==> config.mk <==
export PLATFORM = sky130hd
export DESIGN_NAME = sort_pass_sequencer
export DESIGN_NICKNAME = d
export VERILOG_FILES = /design/src/rtl/sort_pass_sequencer.sv
export SDC_FILE = /design/constraint.sdc
export NUM_CORES = 1
export LEC_CHECK = 0
export ABC_CLOCK_PERIOD_IN_PS = 2400
export BUFFER_PORTS_ARGS = -buffer_cell sky130_fd_sc_hd__buf_2
export CAP_MARGIN = 20
export CORE_UTILIZATION = 23
export CTS_CLUSTER_SIZE = 20
export DETAILED_ROUTE_END_ITERATION = 6
export SETUP_SLACK_MARGIN = 0.5
export SLEW_MARGIN = 20
export SYNTH_ARGS = -nofsm -noshare
export SYNTH_HDL_FRONTEND = slang
export SYNTH_SLANG_ARGS = --single-unit
export TNS_END_PERCENT = 1
==> constraint.sdc <==
create_clock -name clk -period 2.4 [get_ports clk]
set_input_delay 0.24 -clock clk [delete_from_list [all_inputs] [get_ports clk]]
set_output_delay 0.24 -clock clk [all_outputs]
set_load 0.03 [all_outputs]
==> src/rtl/sort_pass_sequencer.sv <==
// Multi-pass sort sequencer: launches each pass across the lane array, gathers
// per-lane done flags into a sticky mask and guards every pass with a watchdog.
module sort_pass_sequencer #(
  parameter int NUM_LANES  = 8,
  parameter int NUM_PASSES = 8,
  parameter int PASS_W     = 3,
  parameter int TIMEOUT    = 255,
  parameter int TMR_W      = 8
) (
  input  logic                 clk,
  input  logic                 rst,
  input  logic                 start,
  input  logic                 abort,
  input  logic [NUM_LANES-1:0] lane_en,
  input  logic [NUM_LANES-1:0] lane_done,
  output logic                 lane_start,
  output logic [PASS_W-1:0]    pass_idx,
  output logic [NUM_LANES-1:0] done_mask,
  output logic                 busy,
  output logic                 done,
  output logic                 timeout_err
);

  typedef enum logic [2:0] {
    S_IDLE   = 3'd0,
    S_LAUNCH = 3'd1,
    S_WAIT   = 3'd2,
    S_FINISH = 3'd3,
    S_ERROR  = 3'd4
  } state_t;

  state_t               state;
  logic [NUM_LANES-1:0] en_q;
  logic [TMR_W-1:0]     timer;
  logic [NUM_LANES-1:0] wait_mask;
  logic                 all_done;
  logic                 last_pass;
  logic                 tmr_expired;

  // Mask as it would stand after this WAIT cycle; only enabled lanes may set bits.
  always_comb begin
    wait_mask   = done_mask | (lane_done & en_q);
    all_done    = &wait_mask;
    last_pass   = (pass_idx == PASS_W'(NUM_PASSES - 1));
    tmr_expired = (timer == TMR_W'(TIMEOUT - 1));
  end

  // Sequencer state, pass bookkeeping and registered status outputs.
  always_ff @(posedge clk or posedge rst) begin
    if (rst) begin
      state       <= S_IDLE;
      en_q        <= '0;
      timer       <= '0;
      pass_idx    <= '0;
      done_mask   <= '0;
      lane_start  <= 1'b0;
      busy        <= 1'b0;
      done        <= 1'b0;
      timeout_err <= 1'b0;
    end else begin
      lane_start <= 1'b0;
      done       <= 1'b0;
      if (abort) begin
        state       <= S_IDLE;
        busy        <= 1'b0;
        timeout_err <= 1'b0;
      end else begin
        case (state)
          S_IDLE: begin
            if (start) begin
              state      <= S_LAUNCH;
              pass_idx   <= '0;
              en_q       <= lane_en;
              lane_start <= 1'b1;
              busy       <= 1'b1;
            end
          end
          S_LAUNCH: begin
            // Disabled lanes are pre-set so they never hold up the pass.
            done_mask <= ~en_q;
            timer     <= '0;
            state     <= S_WAIT;
          end
          S_WAIT: begin
            done_mask <= wait_mask;
            timer     <= timer + TMR_W'(1);
            if (all_done) begin
              if (last_pass) begin
                state <= S_FINISH;
                done  <= 1'b1;
              end else begin
                state      <= S_LAUNCH;
                pass_idx   <= pass_idx + PASS_W'(1);
                lane_start <= 1'b1;
              end
            end else if (tmr_expired) begin
              state       <= S_ERROR;
              busy        <= 1'b0;
              timeout_err <= 1'b1;
            end
          end
          S_FINISH: begin
            state <= S_IDLE;
            busy  <= 1'b0;
          end
          S_ERROR: begin
            state <= S_ERROR;
          end
          default: begin
            state       <= S_IDLE;
            busy        <= 1'b0;
            timeout_err <= 1'b0;
          end
        endcase
      end
    end
  end

endmodule

**Yosys cells after proc, flatten, opt, wreduce, memory -nomap -nowiden**

Index checks and enable logic that the tools add are counted.
Widths: inputs -> output; s select.

- Output and inout bits: 15
- Bits of input ports: 20
- Register bits after elaboration: 34

- Reductions and logical operators: 12
- Add/subtract/negate cells: 2
- Equal/unequal tests: 15
- Bitwise operators: 4
- Muxes and demuxes: 30

Operators with widths:

| operator | number |
|---|---|
| $pmux 8 s2 | 2 |
| $mux 3 | 7 |
| $mux 1 | 15 |
| $pmux 3 s4 | 1 |
| $ne 3x3->1 const B | 3 |
| $add 8x1->8 const B | 1 |
| $and 8x8->8 | 1 |
| $eq 8x8->1 const B | 1 |
| $not 8->8 | 1 |
| $or 8x8->8 | 1 |
| $reduce_and 8->1 | 1 |
| $eq 3x2->1 const B | 2 |
| $eq 3x3->1 const B | 2 |
| $ne 2x2->1 const B | 3 |
| $pmux 3 s2 | 1 |
| $reduce_and 3->1 | 2 |
| $reduce_and 5->1 | 1 |
| $ne 2x1->1 const B | 2 |
| $ne 4x4->1 const B | 1 |
| $pmux 1 s2 | 2 |
| $reduce_and 2->1 | 2 |
| $reduce_and 4->1 | 1 |
| $reduce_bool 2->1 | 2 |
| $reduce_or 4->1 | 1 |
| other kinds (7) | 7 |

**Logic depth before layout (Yosys ltp)**

Gate-level depths: netlist of run 1.

- Word-level depth: 6
- Mapped depth: 7
- Depth with buffers taken out: 6

**Worst setup path after synthesis of run 1**

OpenSTA, ideal clock, no wires.

- Path type: flip-flop to flip-flop
- Start point: register pass_idx[0]
- End point: register pass_idx[1]
- Data required time: 2.318 ns
- Library setup time: 0.082 ns
- Data arrival time: 1.446 ns
- Buffers on the path: 0
- Path slack: 0.872 ns
- Cell stages (with the launch flop): 7
- Path through: dfrtp_1 -> ha_1 -> ha_1 -> inv_1 -> nand4_1 -> or2_1 -> o22ai_1

- Cells in the longest elaborated chain, start to end: 4
- Elaborated cells between the ends (all ways): 7
- Classes of those cells: add/sub: 1; eq/ne: 2; mux: 3; reduce/logical: 1

Ends and longest elaborated chain:

| what | line | source |
|---|---|---|
| start: declaration | 17 | `output logic [PASS_W-1:0] pass_idx,` |
| start signal: assignment | 93 | `pass_idx <= pass_idx + PASS_W'(1);` |
| $add 3x1->3 | 93 |  |
| $mux 3 | 88 | `if (last_pass) begin` |
| $mux 3 | 87 | `if (all_done) begin` |
| $pmux 3 s2 | 68 | `case (state)` |

Several ways; a longest one is shown, not always the timed one. The select of a mux whose other input is x is not followed.
A chain may end at the register's enable or synchronous reset.

**Worst setup path after layout of run 1**

- Start point: register state[2]
- End point: register en_q[3]

- Cells in the longest elaborated chain, start to end: 2

Ends and longest elaborated chain:

| what | line | source |
|---|---|---|
| start: declaration | 32 | `state_t state;` |
| start signal: assignment | 51 | `state <= S_IDLE;` |
| start signal: assignment | 64 | `state <= S_IDLE;` |
| start signal: assignment | 71 | `state <= S_LAUNCH;` |
| $logic_not 3->1 | 68 |  |
| $reduce_and 3->1 (no source line) | n/a |  |
| end signal: assignment | 73 | `en_q <= lane_en;` |
| end: declaration | 33 | `logic [NUM_LANES-1:0] en_q;` |

No other way between the ends.

==> impl_metrics.env, run 1 <==
export IMPL_total_leakage_power_nw=0.934
export IMPL_drtPass1Iterations=4
export IMPL_cts_htree_levels=2
export IMPL_post_drt_via_cell_ratio=4.48
export IMPL_outcome="finished, final reports clean"
export IMPL_postSynthAreaPerCell_um2=10.6
export IMPL_cap_violations=0
export IMPL_routedWlPerCell_um=12.9
export IMPL_largest_net_degree_at_the_start_of_global_routing=35
export IMPL_power_per_cell_area_nw_per_um2=1170
export IMPL_ys_warnings_count=0
export IMPL_antenna_found_initial=0
export IMPL_async_flop_share=1.00
export IMPL_drt_iter0_drc=118
export IMPL_path_clk_slew_ns=0.07
export IMPL_timing_critical_path_required_ns=2.58
export IMPL_routed_wl_um=3870
export IMPL_dp_cells=292
export IMPL_path_buf_inv=0
export IMPL_cts_resized=0
export IMPL_critical_path_endpoint_type="flop"
export IMPL_layout_min_cycle_time_ns=1.76
export IMPL_dominantRegCellSynth="dfrtp_1"
export IMPL_timing_hold_violations_final=0
export IMPL_diodes=0
export IMPL_final_instance_count_excl_fill=300
export IMPL_timing_slew_headroom=0.481
export IMPL_timing_max_transition_violations_final=0
export IMPL_layout_drive_gt1_share=0.289
export IMPL_insertion_delay_of_the_later_clocked_pin_in_the_worst_skew_pair_ns=0.29
export IMPL_number_of_nets_produced_by_synthesis=186
export IMPL_num_rows=31
export IMPL_fin_skew_ns=0.00632
export IMPL_overflow=0
export IMPL_timing_worst_setup_path_type="flop to flop"
export IMPL_remaining_drc_errors=0
export IMPL_gpl_final_weighted_congestion=0.797
export IMPL_grt_pass1_vias=1278
export IMPL_fin_setup_tns_ns=0
export IMPL_tritoncts_num_buffers=5
export IMPL_core_area_um2=7210
export IMPL_cts_tree="yes"
export IMPL_rsz0062_at_grt="false"
export IMPL_floorplan_die_area_um2=7790
export IMPL_top_level_port_count=35
export IMPL_synth_edf_count=0
export IMPL_filler_cell_count=796
export IMPL_crit_family="simple AND/OR/NAND/NOR gates"
export IMPL_clock_sink_count=34
export IMPL_critical_path_cell_chain="nor3_1, o21ai_1, or2_1, mux2_4"
export IMPL_setup_worst_path_start_class="flop"
export IMPL_worst_path_largest_cell_delay_ns=0.50
export IMPL_yosys_cell_types_count=37
export IMPL_hold_slack_ns=0.0351
export IMPL_max_freq_ghz=0.568
export IMPL_synth_seq_cells=34
export IMPL_i_o_buffers=34
export IMPL_cpMaxStageDelayCell="dfrtp_1"
export IMPL_timing_final_crit_share=0.734
export IMPL_gr_usage_all_layers=0.114
export IMPL_post_dp_hpwl_um=2660
export IMPL_fp_dieH_um=88.3
export IMPL_crit_fanout=10
export IMPL_syn_area_um2=1710
export IMPL_hold_path_class="input pin to async pin"
export IMPL_worst_margin_slew_ns=0.773
export IMPL_effective_utilization_at_floorplan=0.237
export IMPL_holdBufCountCts=0
export IMPL_die_width_um=88.3
export IMPL_route_vias_total=1344
export IMPL_area_growth_synth_to_final_pct=20.9
export IMPL_wire_length_of_the_first_global_routing_pass_um=6670
export IMPL_worst_ir_drop_vdd_mv=0.464
export IMPL_drt_antenna_violating_nets=0
export IMPL_final_setup_violation_count=0
export IMPL_cts_root_buf="clkbuf_8"
export IMPL_worst_path_arrival_time_ns=1.94
export IMPL_yosysSeqAreaShare=0.497
export IMPL_synthesis_instances=162
export IMPL_post_cts_buffers=0
export IMPL_max_clock_path_buffers=2
export IMPL_nNetsFinal=224
export IMPL_most_common_layout_cells="dfrtp_1, buf_2, nand3_1, o21ai_0, a21oi_1"
==> final timing paths <==
check                                 from         end  slack, ns  cells after the start
worst max-delay path              state[2]     en_q[3]       0.64                      4
worst min-delay path                   rst  lane_start       0.04                      3
worst max register to register    state[2]     en_q[3]       0.64                      4
worst min register to register    timer[3]    timer[3]       0.52                      1
max in group asynchronous              rst     en_q[6]       2.05                      3
min in group clk                lane_en[4]     en_q[4]       0.18                      2
==> cells in the mapped netlist (3+ instances only) <==
cell      n  area share
mux2_4    8       0.070
inv_1     8       0.018
nor3_1    3      0.0088
nand2_1  10       0.022
o21ai_0  14       0.041
nand3_1  14       0.041
a22o_1    8       0.041
nor2_1    5       0.011
buf_6     3       0.020
dfrtp_1  34        0.50
a21oi_1  14       0.041
o21ai_1   6       0.018
ha_1      4       0.029
==> power by group <==
part,switching (mW),leakage [nW],internal (mW)
combinational,0.558,0.448,0.433
sequential,0.219,0.438,0.778
clock,0.209,0.0482,0.231
==> stage by stage <==
step / setup WS (ns) / instance area (um^2) / power (mW) / utilization
finish: 0.639 / 2070 / 2.43 / 0.287
global route: 0.518 / 2070 / 2.61 / 0.287
CTS: 0.631 / 2070 / 2.46 / 0.287
detailed placement: 0.651 / 1980 / 2.00 / 0.274
global placement: 0.684 / 1980 / 1.99 / 0.274
floorplan: 0.872 / 1710 / 1.76 / -
==> per-layer routing <==
layer  vias up  part of all wire  track usage  routed length, um
li1        662                 -            -                  -
met1       631              0.49        0.162               1920
met2        41              0.42        0.160               1630
met3        10             0.061       0.0289                235
met4         0             0.024       0.0543                 91
met5         -                 0            0                  0
==> flip-flops by register name, indices dropped and copies added (netlist names) <==
signal	cells
busy	1
done	1
done_mask	8
en_q	8
lane_start	1
pass_idx	3
state	3
timeout_err	1
timer	8
==> final cells by class <==
class	instances	area, um^2	area share
Sequential cell	34	851	0.411
Multi-Input combinational cell	114	781	0.377
Timing Repair Buffer	37	193	0.0931
Tap cell	99	124	0.0599
Clock buffer	7	86.3	0.0417
Inverter	8	30.0	0.0145
Clock inverter	1	5.00	0.00242
==> worst reg2reg max path, stage by stage, from the launching register on <==
cell and delay (ns):
dfrtp_1 0.50, nor3_1 0.20, o21ai_1 0.13, or2_1 0.44, mux2_4 0.38
==> cell families (layout without fill, tap and decap cells) <==
family | count (synthesis) | count (layout) | synth area share
AND/OR/NAND/NOR | 46 | 46 | 0.151
AO/OA/AOI/OAI | 53 | 53 | 0.189
adder cells (fa/ha/maj) | 4 | 4 | 0.0292
buffers and inverters | 14 | 53 | 0.0468
flip-flops | 34 | 34 | 0.497
XOR/XNOR | 2 | 2 | 0.0102
multiplexers | 9 | 9 | 0.0760
(Power assumes the default switching activity.)
==> run 2: changes to the inputs <==
Settings changed: ABC_CLOCK_PERIOD_IN_PS 2400 to 1800.
Clock period 2.4 ns to 1.8 ns, I/O delays scaled along.
==> impl_metrics.env, run 2 (synthesis gave the netlist of run 1 again) <==
export IMPL_holdPathEnd="en_q[4]"
export IMPL_rsz0062_at_grt="true"
export IMPL_timing_critical_path_required_ns=2.01
export IMPL_seqCellArea_um2=858
export IMPL_drt_iter0_drc=49
export IMPL_overflow=0
export IMPL_reg_top3="done_mask: 8 flops, en_q: 8 flops, timer: 8 flops"
export IMPL_timing_final_crit_share=0.858
export IMPL_post_dp_hpwl_um=2810
export IMPL_multiInputGateArea_um2=836
export IMPL_holdCritStartpoint="lane_en[4]"
export IMPL_timing_slew_headroom=0.707
export IMPL_max_clock_path_buffers=2
export IMPL_critical_path_endpoint_type="flop"
export IMPL_reg2reg_to="pass_idx[0]"
export IMPL_fp_dieH_um=88.3
export IMPL_most_common_layout_cells="buf_2, dfrtp_1, o21ai_0, nand3_1"
export IMPL_layout_core_utilization=0.307
export IMPL_top_level_port_count=35
export IMPL_worst_setup_path_startpoint="state[0]"
export IMPL_outcome="finished, final reports clean"
export IMPL_route_vias_total=1403
export IMPL_grt_pass1_vias=1440
export IMPL_cap_violations=0
export IMPL_r2r_start="state[0]"
export IMPL_fin_skew_ns=0.00458
export IMPL_reg2regPathDepth=4
export IMPL_num_rows=31
export IMPL_finalPower_mw=3.43
export IMPL_total_leakage_power_nw=0.984
export IMPL_r2r_setup_slack_ns=0.26
export IMPL_worst_path_largest_cell_delay_ns=0.44
export IMPL_i_o_buffers=34
export IMPL_timing_hold_violations_final=0
export IMPL_layout_min_cycle_time_ns=1.54
export IMPL_largest_net_degree_at_the_start_of_global_routing=35
export IMPL_core_area_um2=7210
export IMPL_critical_path_cell_chain="nand2b_4, or3_4, or2_1, mux2i_1"
export IMPL_crit_family="simple AND/OR/NAND/NOR gates"
export IMPL_drtPass1Iterations=4
export IMPL_wire_length_of_the_first_global_routing_pass_um=6880
export IMPL_tritoncts_num_buffers=5
export IMPL_insertion_delay_of_the_later_clocked_pin_in_the_worst_skew_pair_ns=0.28
export IMPL_worst_margin_slew_ns=0.439
export IMPL_cts_tree="yes"
export IMPL_fin_setup_tns_ns=0
export IMPL_place_ws_ns=0.0560
export IMPL_effective_utilization_at_floorplan=0.237
export IMPL_dp_cells=296
export IMPL_worst_ir_drop_vdd_mv=0.617
export IMPL_hold_slack_ns=0.125
export IMPL_remaining_drc_errors=0
export IMPL_cpMaxStageDelayCell="or3_4"
export IMPL_worst_path_arrival_time_ns=1.75
export IMPL_routed_wl_um=4000
export IMPL_path_clk_slew_ns=0.07
export IMPL_min_delay_path_depth=2
export IMPL_timing_max_transition_violations_final=0
export IMPL_drt_antenna_violating_nets=0
export IMPL_post_drt_via_cell_ratio=4.51
export IMPL_cts_htree_levels=2
export IMPL_final_instance_count_excl_fill=311
export IMPL_area_growth_synth_to_final_pct=29.3
export IMPL_die_width_um=88.3
export IMPL_antenna_found_initial=0
export IMPL_routedWlPerCell_um=12.8
export IMPL_diodes=0
export IMPL_timing_worst_setup_path_type="flop to flop"
export IMPL_post_route_cell_area_um2=2210
export IMPL_max_freq_ghz=0.648
export IMPL_gpl_final_weighted_congestion=0.784
export IMPL_post_route_worst_setup_slack_ns=0.256
export IMPL_clock_sink_count=34
export IMPL_power_per_cell_area_nw_per_um2=1550
export IMPL_final_setup_violation_count=0
export IMPL_filler_cell_count=775
export IMPL_layout_commonest_cell="buf_2"
export IMPL_gr_usage_all_layers=0.116
export IMPL_dpl_instance_area_um2=2020
export IMPL_layout_drive_gt1_share=0.392
export IMPL_crit_fanout=6
export IMPL_setup_worst_path_start_class="flop"
export IMPL_cts_root_buf="clkbuf_8"
export IMPL_hold_path_class="input pin to flop"
export IMPL_floorplan_die_area_um2=7790
export IMPL_nNetsFinal=235
export IMPL_path_buf_inv=0
-- run 2: how the worst max path moves through the flow --
stage / end / slack (ns) / cells past startpoint
after floorplan: en_q[0] / 0.32 / 5
after global placement: state[2] / 0.08 / 6
after detailed placement: en_q[7] / 0.06 / 3
after CTS: pass_idx[0] / 0.26 / 5
after global routing: pass_idx[0] / 0.18 / 5
final: pass_idx[0] / 0.26 / 4
-- run 2: what timing repair did --
action | in CTS | in global routing
gates cloned | 1 | 0
buffers inserted | 2 | 3
hold endpoints to repair | 6 | 0
setup endpoints to repair | 34 | 34
resized for setup | 11 | 1
pin swaps | 5 | 7
hold buffers | 1 | 0
-- run 2: layer usage --
metal  up-vias  global-route usage  share of wire
met3         9              0.0299          0.039
met4         0              0.0484          0.021
li1        686                   -              -
met1       668               0.157           0.49
met5         -                   0              0
met2        40               0.176           0.45
-- run 2: area by class of cell --
class	count	share of cell area
multi-input cells	115	0.378
clock inverters	2	0.00565
well taps	99	0.0560
flip-flops and latches	34	0.388
clock buffers	6	0.0373
repair buffers	47	0.122
inverters	8	0.0136
-- run 2: power breakdown --
group	internal [mW]	switching, mW	total (mW)
registers	1.05	0.294	1.34
clock network	0.307	0.282	0.589
logic	0.688	0.818	1.51
